===== config.mk =====
export PLATFORM = sky130hd
export DESIGN_NAME = led_period_meter
export DESIGN_NICKNAME = d
export VERILOG_FILES = /design/src/rtl/led_period_meter.sv
export SDC_FILE = /design/constraint.sdc
export NUM_CORES = 1
export LEC_CHECK = 0
export BUFFER_PORTS_ARGS = -buffer_cell sky130_fd_sc_hd__buf_2
export CAP_MARGIN = 40
export CORE_MARGIN = 2
export CORE_UTILIZATION = 40
export CTS_CLUSTER_DIAMETER = 150
export DETAILED_ROUTE_END_ITERATION = 12
export PLACE_DENSITY = 0.61
export SLEW_MARGIN = 20
export SYNTH_ARGS = -nofsm -noshare
export SYNTH_HDL_FRONTEND = slang
export SYNTH_SLANG_ARGS = --single-unit

===== constraint.sdc =====
create_clock -name clk -period 3.03 [get_ports clk]
set_input_delay 0.4545 -clock clk [delete_from_list [all_inputs] [get_ports clk]]
set_output_delay 0.4545 -clock clk [all_outputs]
set_load 0.01 [all_outputs]

===== src/rtl/led_period_meter.sv =====
// led_period_meter
// Measures the rise-to-rise period and high time of an asynchronous square
// wave in clk cycles, flags when consecutive periods agree (locked) and when
// the input has stopped toggling long enough to saturate the counter (timeout).

module led_period_meter #(
  parameter int CNT_W = 16,
  parameter int TOL   = 1
) (
  input  logic             clk,
  input  logic             rst,
  input  logic             blink_in,
  output logic [CNT_W-1:0] period,
  output logic [CNT_W-1:0] high_time,
  output logic             period_valid,
  output logic             locked,
  output logic             timeout
);

  typedef enum logic [0:0] {
    ST_WAIT_EDGE = 1'b0,
    ST_MEASURE   = 1'b1
  } state_t;

  localparam logic [CNT_W-1:0] ZERO_C = {CNT_W{1'b0}};
  localparam logic [CNT_W-1:0] ONE_C  = {{(CNT_W-1){1'b0}}, 1'b1};
  localparam logic [CNT_W-1:0] MAX_C  = {CNT_W{1'b1}};
  localparam logic [CNT_W-1:0] TOL_C  = CNT_W'(TOL);

  // Unsigned distance between two counts, never wraps.
  function automatic logic [CNT_W-1:0] abs_diff(input logic [CNT_W-1:0] a,
                                                input logic [CNT_W-1:0] b);
    logic [CNT_W-1:0] d;
    if (a >= b) begin
      d = a - b;
    end else begin
      d = b - a;
    end
    return d;
  endfunction

  logic             r_s1;
  logic             r_s2;
  logic             r_prev;
  state_t           r_state;
  state_t           w_next_state;
  logic [CNT_W-1:0] r_cnt;
  logic [CNT_W-1:0] r_hcnt;
  logic [CNT_W-1:0] r_period;
  logic [CNT_W-1:0] r_high_time;
  logic [CNT_W-1:0] r_prev_period;
  logic             r_have_prev;
  logic             r_period_valid;
  logic             r_locked;
  logic             r_timeout;

  logic             w_rise;
  logic             w_cnt_max;
  logic             w_start;
  logic             w_done;
  logic             w_tick;
  logic             w_to;
  logic             w_within_tol;

  // The falling edge is implied by s2 dropping; only the level of s2 is
  // needed for the high-time count, so no separate fall strobe is kept.
  assign w_rise       = r_s2 & ~r_prev;
  assign w_cnt_max    = (r_cnt == MAX_C);
  assign w_within_tol = (abs_diff(r_cnt, r_prev_period) <= TOL_C);

  // Two-flop synchroniser plus edge-history flop for blink_in.
  always_ff @(posedge clk or posedge rst) begin
    if (rst) begin
      r_s1   <= 1'b0;
      r_s2   <= 1'b0;
      r_prev <= 1'b0;
    end else begin
      r_s1   <= blink_in;
      r_s2   <= r_s1;
      r_prev <= r_s2;
    end
  end

  // FSM state register.
  always_ff @(posedge clk or posedge rst) begin
    if (rst) begin
      r_state <= ST_WAIT_EDGE;
    end else begin
      r_state <= w_next_state;
    end
  end

  // FSM next-state logic; a rise always wins over counter saturation.
  always_comb begin
    w_next_state = r_state;
    case (r_state)
      ST_WAIT_EDGE: begin
        if (w_rise) begin
          w_next_state = ST_MEASURE;
        end else begin
          w_next_state = ST_WAIT_EDGE;
        end
      end
      ST_MEASURE: begin
        if (w_rise) begin
          w_next_state = ST_MEASURE;
        end else if (w_cnt_max) begin
          w_next_state = ST_WAIT_EDGE;
        end else begin
          w_next_state = ST_MEASURE;
        end
      end
      default: begin
        w_next_state = ST_WAIT_EDGE;
      end
    endcase
  end

  // FSM outputs: control strobes for the counters and result registers.
  always_comb begin
    w_start = 1'b0;
    w_done  = 1'b0;
    w_tick  = 1'b0;
    w_to    = 1'b0;
    case (r_state)
      ST_WAIT_EDGE: begin
        if (w_rise) begin
          w_start = 1'b1;
        end else begin
          w_start = 1'b0;
        end
      end
      ST_MEASURE: begin
        if (w_rise) begin
          w_done = 1'b1;
        end else if (w_cnt_max) begin
          w_to = 1'b1;
        end else begin
          w_tick = 1'b1;
        end
      end
      default: begin
        w_start = 1'b0;
      end
    endcase
  end

  // Period and high-time counters; the rise cycle itself counts as cycle 1.
  always_ff @(posedge clk or posedge rst) begin
    if (rst) begin
      r_cnt  <= ZERO_C;
      r_hcnt <= ZERO_C;
    end else if (w_start || w_done) begin
      r_cnt  <= ONE_C;
      r_hcnt <= ONE_C;
    end else if (w_tick) begin
      r_cnt <= r_cnt + ONE_C;
      if (r_s2) begin
        r_hcnt <= r_hcnt + ONE_C;
      end else begin
        r_hcnt <= r_hcnt;
      end
    end else begin
      r_cnt  <= r_cnt;
      r_hcnt <= r_hcnt;
    end
  end

  // Result capture, lock tracking and sticky timeout.
  always_ff @(posedge clk or posedge rst) begin
    if (rst) begin
      r_period       <= ZERO_C;
      r_high_time    <= ZERO_C;
      r_prev_period  <= ZERO_C;
      r_have_prev    <= 1'b0;
      r_period_valid <= 1'b0;
      r_locked       <= 1'b0;
      r_timeout      <= 1'b0;
    end else begin
      r_period_valid <= w_done;
      if (w_done) begin
        r_period      <= r_cnt;
        r_high_time   <= r_hcnt;
        r_prev_period <= r_cnt;
        r_have_prev   <= 1'b1;
        r_locked      <= r_have_prev & w_within_tol;
        r_timeout     <= 1'b0;
      end else if (w_to) begin
        r_have_prev   <= 1'b0;
        r_locked      <= 1'b0;
        r_timeout     <= 1'b1;
      end else begin
        r_have_prev   <= r_have_prev;
        r_locked      <= r_locked;
        r_timeout     <= r_timeout;
      end
    end
  end

  assign period       = r_period;
  assign high_time    = r_high_time;
  assign period_valid = r_period_valid;
  assign locked       = r_locked;
  assign timeout      = r_timeout;

endmodule


==> run metrics <==
count leader, synth nand2_1; unrepaired setup endpoints after global routing true; setup TNS -154 ps; gpl congestion between 0.9 and 1; crit path time final 3180 ps; CP Data Required Time 3270 ps; routed via count around 4500; Top delay family on crit path simple AND/OR/NAND/NOR gates; Die Y approximately 110 um; root buffer cell clkbuf_16; GRT Util Overall a little over a fifth; Avg WL per Cell about 16 um; area leader, netlist dfrtp_1; IO buf count 37; Commonest cells post-synth nand2_1, dfrtp_1, o21ai_0; EDFF count, synth 0; Post-DRT Antenna Nets 0; cts bufs inserted 9; Post-Syn Area roughly 0.0049 sq mm; Worst setup SP type flip-flop; failing checks negative setup slack; placed cells 809; worst-margin pin slew 551 ps; Synth warnings 0; Avg Cell Area, Syn between 8 and 9 sq um; Pleak 2.90 nW; cells on worst reg2reg path 12; Fin Clk Skew 5.22 ps; Peak VDD IR 0.391 mV; Worst-Skew Late Latency 330 ps; fmax roughly 0.31 GHz; Distinct cells, synth 59; antenna violations before repair 0; Worst path slowest cell or4_4; die area between 0.01 and 0.015 sq mm; fin crit share 105%; Core Box Area 0.0120 sq mm; clk sink count 72; share of synthesized registers carrying an async set or reset 100%; status complete, but fails checks; TritonCTS clock tree yes; setup ws final -154 ps; final setup fails 1; Arr. time, crit path around 3400 ps; worst hold slack around 130 ps; layout cells sized above 1 roughly 20%; # IOs 38; Synth top area share a little under two fifths; Reg clk slew, reported paths about 60 ps; Rows 40; PD cells between 800 and 900 mW/mm^2; top cells by area, synth dfrtp_1, ha_1, nand2_1, o21ai_0, xnor2_1; Starting Density approximately 40%; Final Slew Violations 0; worst-case clock buffer depth 2; sequential element share of the synthesized area between 30% and 40%; Detailed Route WL around 13 mm; Reg2Reg Capture Point locked$_DFFE_PP0P_; Worst Hold Class in -> async; delay of the slowest cell on the worst path about 500 ps; area delta synth->final 23.0%; Chip Width roughly 110 um; # nets final around 720; Post-synth top flop dfrtp_1; Fin. Hold Viols 0; Fill cells 1164; most frequent CP cell inv_2; Initial DRC Count a little under 300; post-synthesis net count about 630; maxcap violations 0; first-pass GRT wire length 22.3 mm; hpwl dp approximately 10 mm; Post-Place Worst Slack -192 ps; gr ovfl total 0; CP cell instances inv_2 -> ha_4 -> inv_2 -> fa_2 -> buf_4 -> xor2_1 -> a2111oi_0 -> o2111ai_1 -> or4_4 -> or4b_4 -> o2bb2ai_2 -> o31ai_2; DR vias/cell ~5.4; Reg2Reg Setup Slack -150 ps; H-tree Lvls 3; WP buf/inv 3; Pre-antenna DRT Iters 6; largest net degree at the start of global routing slightly below 60; DR DRC count 0; Slew headroom 63.3%; #FFs+latches synth 72; cells after synthesis roughly 600; r2r startpoint r_prev_period[0]$_DFFE_PP0P_; critical-path maximum fanout 2; Final Non-Filler Cells approximately 830; CP Class reg -> reg; crit end category flip-flop; diode count 0; vias in the first global route roughly 4400
-- what timing repair did --
item	4_1_cts	5_1_grt
gates cloned	0	0
pin swaps	7	6
setup endpoints to repair	1	1
gates resized for setup	4	5
hold buffers	0	0
setup buffers	5	0
-- cell usage in the layout (no fill, tap or decap), types with 3 or more instances in the layout --
cell type  Yosys  routed
a211oi_1       3       3
dfrtp_1       72      72
o21ai_0       54      52
o211ai_1       3       3
o21ai_1        2       4
buf_4          0      61
nand2_1       94      94
nand3_1       15      15
clkbuf_16      0       9
inv_2          0       3
o21a_1         8       8
nor2_1        48      48
nor3_1        12      12
nand4_1       11      11
buf_2          6      37
and3_1         3       3
nor2b_1        8       7
a21o_1         7       7
a21oi_1       32      32
nand2b_1       9       9
o2111ai_1      4       4
mux2i_1        6       6
a31oi_1        4       4
xnor2_1       21      21
nor3b_1        4       4
inv_1         46      43
o21bai_1       6       6
xor2_1         6       6
mux2_2         3       3
and2_1         4       4
and4_1         3       3
or3_1         11      11
ha_1          33      31
bufinv_16      0       3
-- report_power, final --
part / leakage (nW) / internal (W) / switching (W) / total [W]
logic: 1.77 / 0.00128 / 0.00126 / 0.00254
registers: 0.970 / 0.00103 / 0.0000749 / 0.00111
clock network: 0.165 / 0.000797 / 0.000388 / 0.00119
-- sequential cells by signal, indices dropped and copies added, names as in the netlist --
name,flops
r_have_prev,1
r_cnt,16
r_state,1
r_s2,1
r_hcnt,16
locked,1
r_s1,1
r_prev_period,16
high_time,16
r_prev,1
period_valid,1
timeout,1
-- worst reg2reg max path: cells and delay by family, from the launching register on --
family / cells / cell delay (ps)
AND/OR/NAND/NOR: 2 / 990
flip-flops: 1 / 380
XOR/XNOR: 1 / 150
buffers and inverters: 3 / 260
AO/OA/AOI/OAI: 4 / 850
adder cells (fa/ha/maj): 2 / 460
-- area by class of cell --
type	instances	area, sq um	share of cell area [%]
Clock buffer	9	225	3.74
Clock inverter	6	109	1.81
Inverter	46	173	2.87
Multi-Input combinational cell	450	2860	47.4
Sequential cell	72	1800	29.9
Tap cell	147	184	3.06
Timing Repair Buffer	99	671	11.1
-- cells by family after synthesis --
kind of cell,Yosys count,synth area share (%)
buffers and inverters,71,5.75
DFF,72,36.8
adders and majority gates,35,9.26
AOI/OAI and AO/OA,147,19.1
xor gates and xnor gates,27,4.83
muxes,9,1.92
and+or+nand+nor,232,22.4
-- through the flow --
step	util, %	instance area, sq um	total power (W)
2_1_floorplan	-	4900	0.00270
3_3_place_gp	46.7	5590	0.00350
3_5_place_dp	46.9	5610	0.00353
4_1_cts	50.2	6000	0.00480
5_1_grt	50.3	6020	0.00514
6_report	50.3	6020	0.00483
-- worst max-delay path by stage --
stage	startpoint	to	slack [ps]	depth (start not counted)
after floorplan	r_prev_period[0]$_DFFE_PP0P_	locked$_DFFE_PP0P_	-100	12
after global placement	r_prev_period[0]$_DFFE_PP0P_	locked$_DFFE_PP0P_	-110	12
final	r_prev_period[0]$_DFFE_PP0P_	locked$_DFFE_PP0P_	-150	12
after detailed placement	r_prev_period[0]$_DFFE_PP0P_	locked$_DFFE_PP0P_	-190	12
after CTS	r_prev_period[0]$_DFFE_PP0P_	locked$_DFFE_PP0P_	-150	12
after global routing	r_prev_period[0]$_DFFE_PP0P_	locked$_DFFE_PP0P_	-280	12
-- routing by layer --
metal	share of wire, %	vias to the layer above	GRT usage [%]
met3	3.9	22	4.34
li1	-	2224	-
met5	0	-	0
met2	49	99	35.9
met4	2.2	0	7.15
met1	45	2169	27.8
(Power assumes the default switching activity.)
